### src/rtl/dmem_arbiter.sv
// Two-requester arbiter for the single-port data SRAM: CPU priority with a starvation guard for ext.
// Optional macro DMEM_ARB_STATS_EN adds conflict/stall/forced-grant counters.
module dmem_arbiter #(
  parameter int unsigned DATA_W   = 64,
  parameter int unsigned ADDR_W   = 64,
  parameter int unsigned MAX_WAIT = 4
) (
  input  logic              clk,
  input  logic              arst_n,
  input  logic              enable,
  input  logic              cpu_req,
  input  logic              cpu_wen,
  input  logic [ADDR_W-1:0] cpu_addr,
  input  logic [DATA_W-1:0] cpu_wdata,
  output logic              cpu_gnt,
  output logic              cpu_stall,
  output logic              cpu_rvalid,
  output logic [DATA_W-1:0] cpu_rdata,
  input  logic              ext_req,
  input  logic              ext_wen,
  input  logic [ADDR_W-1:0] ext_addr,
  input  logic [DATA_W-1:0] ext_wdata,
  output logic              ext_gnt,
  output logic              ext_rvalid,
  output logic [DATA_W-1:0] ext_rdata,
  output logic [ADDR_W-1:0] mem_addr,
  output logic              mem_wen,
  output logic              mem_ren,
  output logic [DATA_W-1:0] mem_wdata,
  input  logic [DATA_W-1:0] mem_rdata
`ifdef DMEM_ARB_STATS_EN
  ,
  output logic [31:0]       stat_conflict,
  output logic [31:0]       stat_stall,
  output logic [31:0]       stat_forced
`endif
);

  localparam logic [0:0] CPU_PRI   = 1'b0;
  localparam logic [0:0] EXT_FORCE = 1'b1;
  localparam logic [3:0] WAIT_LIM  = 4'(MAX_WAIT);

  logic [0:0] state, state_nxt;
  logic [3:0] wait_cnt, wait_nxt;
  logic       rd_cpu, rd_ext;
  logic       c, e;

  always_comb begin
    c         = cpu_req & enable;
    e         = ext_req;
    ext_gnt   = e & ((state == EXT_FORCE) | ~c);
    cpu_gnt   = c & ~ext_gnt;
    cpu_stall = c & ~cpu_gnt;
  end

  always_comb begin
    mem_addr  = '0;
    mem_wdata = '0;
    mem_wen   = 1'b0;
    mem_ren   = 1'b0;
    if (cpu_gnt) begin
      mem_addr  = cpu_addr;
      mem_wdata = cpu_wdata;
      mem_wen   = cpu_wen;
      mem_ren   = ~cpu_wen;
    end else if (ext_gnt) begin
      mem_addr  = ext_addr;
      mem_wdata = ext_wdata;
      mem_wen   = ext_wen;
      mem_ren   = ~ext_wen;
    end
  end

  // EXT_FORCE is entered exactly when the updated count hits the limit; leaving it
  // (grant taken or ext_req dropped) clears the count, so one compare covers both exits.
  always_comb begin
    if (~e | ext_gnt)
      wait_nxt = '0;
    else if (wait_cnt != WAIT_LIM)
      wait_nxt = wait_cnt + 4'd1;
    else
      wait_nxt = wait_cnt;
    state_nxt = (wait_nxt == WAIT_LIM) ? EXT_FORCE : CPU_PRI;
  end

  always_ff @(posedge clk or negedge arst_n) begin
    if (!arst_n) begin
      state    <= CPU_PRI;
      wait_cnt <= '0;
      rd_cpu   <= 1'b0;
      rd_ext   <= 1'b0;
    end else begin
      state    <= state_nxt;
      wait_cnt <= wait_nxt;
      rd_cpu   <= cpu_gnt & ~cpu_wen;
      rd_ext   <= ext_gnt & ~ext_wen;
    end
  end

  always_comb begin
    cpu_rvalid = rd_cpu;
    ext_rvalid = rd_ext;
    cpu_rdata  = mem_rdata;
    ext_rdata  = mem_rdata;
  end

`ifdef DMEM_ARB_STATS_EN
  always_ff @(posedge clk or negedge arst_n) begin
    if (!arst_n) begin
      stat_conflict <= '0;
      stat_stall    <= '0;
      stat_forced   <= '0;
    end else if (enable) begin
      stat_conflict <= stat_conflict + 32'(c & e);
      stat_stall    <= stat_stall + 32'(cpu_stall);
      stat_forced   <= stat_forced + 32'(ext_gnt & (state == EXT_FORCE));
    end
  end
`endif

endmodule

### config.mk
export PLATFORM = sky130hd
export DESIGN_NAME = dmem_arbiter
export DESIGN_NICKNAME = d
export VERILOG_FILES = /design/src/rtl/dmem_arbiter.sv
export SDC_FILE = /design/constraint.sdc
export NUM_CORES = 1
export LEC_CHECK = 0
export ABC_AREA = 0
export BUFFER_PORTS_ARGS = -buffer_cell sky130_fd_sc_hd__buf_4
export CAP_MARGIN = 20
export CORE_AREA = 5 5 226 228
export DETAILED_ROUTE_END_ITERATION = 6
export DIE_AREA = 0 0 231 233
export GPL_ROUTABILITY_DRIVEN = 0
export GPL_TIMING_DRIVEN = 0
export PLACE_DENSITY = 0.39
export SYNTH_ARGS = -nofsm -noshare
export SYNTH_HDL_FRONTEND = slang
export SYNTH_SLANG_ARGS = --single-unit
### constraint.sdc
create_clock -name clk -period 2.7 [get_ports clk]
set_input_delay 0.675 -clock clk [delete_from_list [all_inputs] [get_ports clk]]
set_output_delay 0.675 -clock clk [all_outputs]
set_load 0.05 [all_outputs]
# Yosys cells after proc, flatten, opt, wreduce, memory -nomap -nowiden
# Index checks and enable logic that the tools add are counted.
[op_classes] n_addsub=1 mul=0 div=0 n_lt_le_gt_ge=0 n_eq_ne=2 shifts=0 n_mux=11 bitwise=14 reduce_logical=0
[ops] cell="64-bit two-way mux" count=4
[ops] cell="4-bit two-way mux" count=2
[ops] cell="1-bit AND" count=6
[ops] cell="1-bit inverter" count=6
[ops] cell="1-bit two-way mux" count=5
[ops] cell="4-bit by 1-bit adder with 4-bit output (second input constant)" count=1
[ops] cell="4-bit by 3-bit equality test with 1-bit output (second input constant)" count=1
[ops] cell="4-bit by 3-bit != test with 1-bit output (second input constant)" count=1
[ops] cell="1-bit OR" count=2
[word_totals] regBits=7 latchBits=0 ram_bits=0 romBits=0 input_bits=327 out_inout_bits=263 wordCells=32 memories=0

# Depth between registers and ports, before layout
[depth] word_depth=8 ltp_mapped=6 depth_no_buf=5

# Least setup slack after synthesis
# OpenSTA, ideal clock, no wires.
[synth_timing] kind="input to output" start="input port cpu_req" end="output port mem_wen" arrival_time_ps=1988 required_time_ps=2025 slack_ps=37 cell_stages=5 n_path_buf=1 path_cell_list="nand2_2 > o21ai_2 > inv_2 > buf_2 > o21ai_1"
[synth_between] elab_chain_len=7 word_cells_on_any_way=8
[synth_lines] item="start: declaration" line_no="11" source="input logic cpu_req,"
[synth_lines] item="1-bit AND *" line_no="49" source="c = cpu_req & enable;"
[synth_lines] item="1-bit inverter *" line_no="51" source="ext_gnt = e & ((state == EXT_FORCE) | ~c);"
[synth_lines] item="1-bit OR *" line_no="51"
[synth_lines] item="1-bit AND *" line_no="51"
[synth_lines] item="net ext_gnt" line_no="23" source="output logic ext_gnt,"
[synth_lines] item="1-bit inverter" line_no="52" source="cpu_gnt = c & ~ext_gnt;"
[synth_lines] item="1-bit AND" line_no="52"
[synth_lines] item="1-bit two-way mux *" line_no="61" source="if (cpu_gnt) begin"
[synth_lines] item="end: declaration" line_no="27" source="output logic mem_wen,"
# The timed path passes the listed nets; every way through them passes the cells marked *.

# Worst setup path after layout
[layout_timing] start="input port cpu_req" end="output port mem_addr[29]"
[layout_between] elab_chain_len=7 word_cells_on_any_way=8
[layout_lines] item="1-bit AND *" line_no="49"
[layout_lines] item="1-bit inverter" line_no="51"
[layout_lines] item="1-bit OR" line_no="51"
[layout_lines] item="1-bit AND" line_no="51"
[layout_lines] item="1-bit inverter" line_no="52"
[layout_lines] item="1-bit AND" line_no="52"
[layout_lines] item="64-bit two-way mux *" line_no="61"
[layout_lines] item="end: declaration" line_no="26" source="output logic [ADDR_W-1:0] mem_addr,"
# Every way passes the cells marked *; elsewhere a longest branch is shown, timed or not.

==> metrics.log <==
[metrics] Synth Register Bits: 7
[metrics] count of nets left with antenna violations after detail routing: 0
[metrics] multiplexer share of the synthesized area: 0.00373
[metrics] dpl hpwl: 21.2 mm
[metrics] setup slack of the most critical reg-to-reg path: 1130 ps
[metrics] wire length on met3: 2.57 mm
[metrics] DR top layer: met4
[metrics] largest net degree at the start of global routing: 11
[metrics] Placed Area: 0.00740 mm2
[metrics] Cell Pwr Density: 328 mW/mm2
[metrics] routed via count divided by cell count: 3.08
[metrics] number of distinct standard cells referenced by the synthesized netlist: 28
[metrics] fraction of layout instances using a drive strength above 1: 0.807
[metrics] Yosys warning count: 0
[metrics] worst-case vdd ir drop: 0.187 mV
[metrics] Synthesized Nets: 656
[metrics] clock tree from TritonCTS: done
[metrics] Max Cap Violations: 0
[metrics] met2 wire length: 13.1 mm
[metrics] Synth Instances: 327
[metrics] syn avg cell area: 8.20 um2
[metrics] die area: 0.0538 mm2
[metrics] number of DRC violations after detailed routing: 0
[metrics] dominant synthesized flop cell: sky130_fd_sc_hd__dfrtp_1
[metrics] total grt overflow: 0
[metrics] final number of max-transition violations: 0
[metrics] cts bufs inserted: 3
[metrics] xor/xnor cell area share of the yosys netlist: 0.00326
[metrics] tightest hold margin: 253 ps
[metrics] Yosys top cell by area: sky130_fd_sc_hd__a22o_1
[metrics] Hold/Removal Path Class: input pin to async pin
[metrics] synthesized-area fraction occupied by adder cells: 0.00933
[metrics] dominant combinational cell family by area after synthesis: buffers and inverters
[metrics] final non-filler cell area: 0.00762 mm2
[metrics] area added between synthesis and finish: 184%
[metrics] fill cell count: 5560
[metrics] vias in the first global route: 4646
[metrics] number of hold violations in the final report: 0
[metrics] Iter 0 DRT Violations: 100
[metrics] antenna violations before repair: 0
[metrics] most frequent cells after synthesis: sky130_fd_sc_hd__buf_4 (129), sky130_fd_sc_hd__a22o_1 (128), sky130_fd_sc_hd__buf_2 (14)
[metrics] EDFF count, synth: 0
[metrics] CTS sink cnt: 7
[metrics] endpoint kind of the worst setup timing path: output port
[metrics] floorplan die width: 231 um
[metrics] root buffer selected by CTS: sky130_fd_sc_hd__clkbuf_16
[metrics] number of antenna cells inserted: 0
[metrics] min cycle time layout: 2670 ps
[metrics] Worst Tran Pin Value: 371 ps
[metrics] netlist area before placement: 0.00268 mm2
[metrics] post-layout total power: 0.00250 W
[metrics] portion of synthesized cell area occupied by the leading cell type: 0.418
[metrics] critical path launch point type: input pin
[metrics] static leakage: 4.06 nW
[metrics] Final nets: 1186
[metrics] count of TritonRoute iterations in the first routing pass: 4
[metrics] H-Tree Level Count: 1
[metrics] Row Count: 81
[metrics] buffer and inverter count on the worst path: 5
[metrics] total via count after detailed routing: 4546
[metrics] clock input transition at the sequential cells of the worst setup and hold paths: 40 ps
[metrics] Seq/Total Area, Yosys: 0.0653
[metrics] clock network latency to the later pin of the worst-skew pair: 230 ps
[metrics] cell chain of the critical path: buf_4 -> nand2_2 -> a21o_1 -> inv_2 -> buf_12 -> buf_6 -> a22o_1 -> buf_6
[metrics] Crit path depth: 8
[metrics] cells taking the most area after synthesis: sky130_fd_sc_hd__a22o_1 (42%), sky130_fd_sc_hd__buf_4 (36%), sky130_fd_sc_hd__dfrtp_1 (6.5%)
[metrics] Crit Path Category: input pin to output port
[metrics] Core Region: 0.0486 mm2
[metrics] endpoint arrival time on the critical path: 1990 ps
[metrics] critical path capture point: mem_addr[29]
[metrics] final worst slack: 32.2 ps
[metrics] status: completed
[metrics] initial core utilization: 0.0551
[metrics] vertical die dimension: 233 um
[metrics] cell family contributing the most delay on the critical path: buffers and inverters
[metrics] final cycle utilization of the critical path: 0.988
[metrics] critical path fanouts, max: 10
[metrics] most repeated library cell on the critical path: sky130_fd_sc_hd__buf_6
[metrics] RSZ-0062 raised after global routing: true
[metrics] compound-cell area share of the yosys netlist: 0.441
[metrics] post-synthesis share of cell area spent on and, or, nand and nor gates: 0.0345
[metrics] worst reg2reg path depth: 5
[metrics] number of ports placed on the die boundary: 590
[metrics] reg2reg start: wait_cnt[0]
[metrics] Setup TNS Final: 0 ps
[metrics] global-route wire length before repair: 30.4 mm
[metrics] Req. time, crit path: 2030 ps
[metrics] relative max-transition margin: 0.746
[metrics] Total Routed Length: 23.6 mm
[metrics] Routed wire per std cell: 16.0 um
[metrics] crit path max-delay cell type: sky130_fd_sc_hd__a22o_1
[metrics] endpoint of the worst-slack reg-to-reg timing path: state
[metrics] buffer levels on the longest clock path: 2
[metrics] worst setup slack after placement: -492 ps
[metrics] cell with the most instances after synthesis: sky130_fd_sc_hd__buf_4
[metrics] share of synthesized registers carrying an async set or reset: 1.00
[metrics] GRT Overall Usage: 0.0742
[metrics] largest stage delay on the critical path: 260 ps
[metrics] source of the critical timing path: cpu_req
[metrics] setup skew after layout: 3.75 ps
[metrics] Setup-failing EPs final: 0
[metrics] Fmax achieved: 375 MHz
[metrics] post-route met1 wirelength: 7.58 mm
[metrics] Port-buffer cells: 525
-- cell families after synthesis --
group | Yosys count
xor+xnor | 1
compound gates | 137
flops | 7
mux | 1
buf+inv | 161
fa+ha+maj | 2
simple gates | 18
-- routing by layer --
metal,up-vias,track usage
li1,2165,-
met1,2033,0.0732
met3,10,0.0226
met2,338,0.153
met5,-,0
met4,0,0.0121
-- cells in the final DEF, fill, tap and decap left out, types with 3 or more instances in the layout --
master / instances
sky130_fd_sc_hd__buf_4: 652
sky130_fd_sc_hd__a22o_1: 126
sky130_fd_sc_hd__buf_6: 17
sky130_fd_sc_hd__nor2_1: 8
sky130_fd_sc_hd__dfrtp_1: 7
sky130_fd_sc_hd__buf_12: 4
sky130_fd_sc_hd__clkbuf_4: 3
sky130_fd_sc_hd__inv_1: 3
sky130_fd_sc_hd__clkbuf_16: 3
-- sequential cells by signal, summed over array words and instances (netlist names) --
signal and count:
cpu_rvalid 1, ext_rvalid 1, state 1, wait_cnt 4
-- timing repair --
| item | 4_1_cts | 5_1_grt |
|---|---|---|
| gates resized for setup | 19 | 19 |
| endpoints found under the hold margin | 0 | 0 |
| hold buffers | 0 | 0 |
| setup buffers | 0 | 0 |
| endpoints found under the setup margin | 119 | 94 |
-- per-stage QoR --
stage / instances / util
after floorplan: 327 / -
after global placement: 1474 / 0.152
after detailed placement: 1474 / 0.152
after CTS: 1478 / 0.155
after global routing: 1478 / 0.157
final: 1478 / 0.157
-- cell type report --
cell class                 instances  area [um2]  share of cell area
multi-input combinational        159        1340               0.176
buffer                           156        1260               0.165
timing repair buffer             525        3970               0.521
sequential                         7         175              0.0230
clock buffer                       4        78.8              0.0103
tap                              622         778               0.102
inverter                           5        21.3             0.00279
-- worst min path at each step --
stage / start / to / slack (ps) / depth (start not counted)
after global placement: arst_n / wait_cnt[1] / 490 / 1
final: arst_n / wait_cnt[1] / 250 / 1
after CTS: arst_n / wait_cnt[1] / 250 / 1
after global routing: arst_n / wait_cnt[1] / 260 / 1
after floorplan: arst_n / cpu_rvalid / 380 / 0
after detailed placement: arst_n / wait_cnt[1] / 500 / 1
-- where the power goes --
part,switching [W],internal [W]
sequential,0.00000175,0.000108
combinational,0.00130,0.000838
clock,0.0000563,0.000197
total,0.00136,0.00114
(Power assumes the default switching activity.)
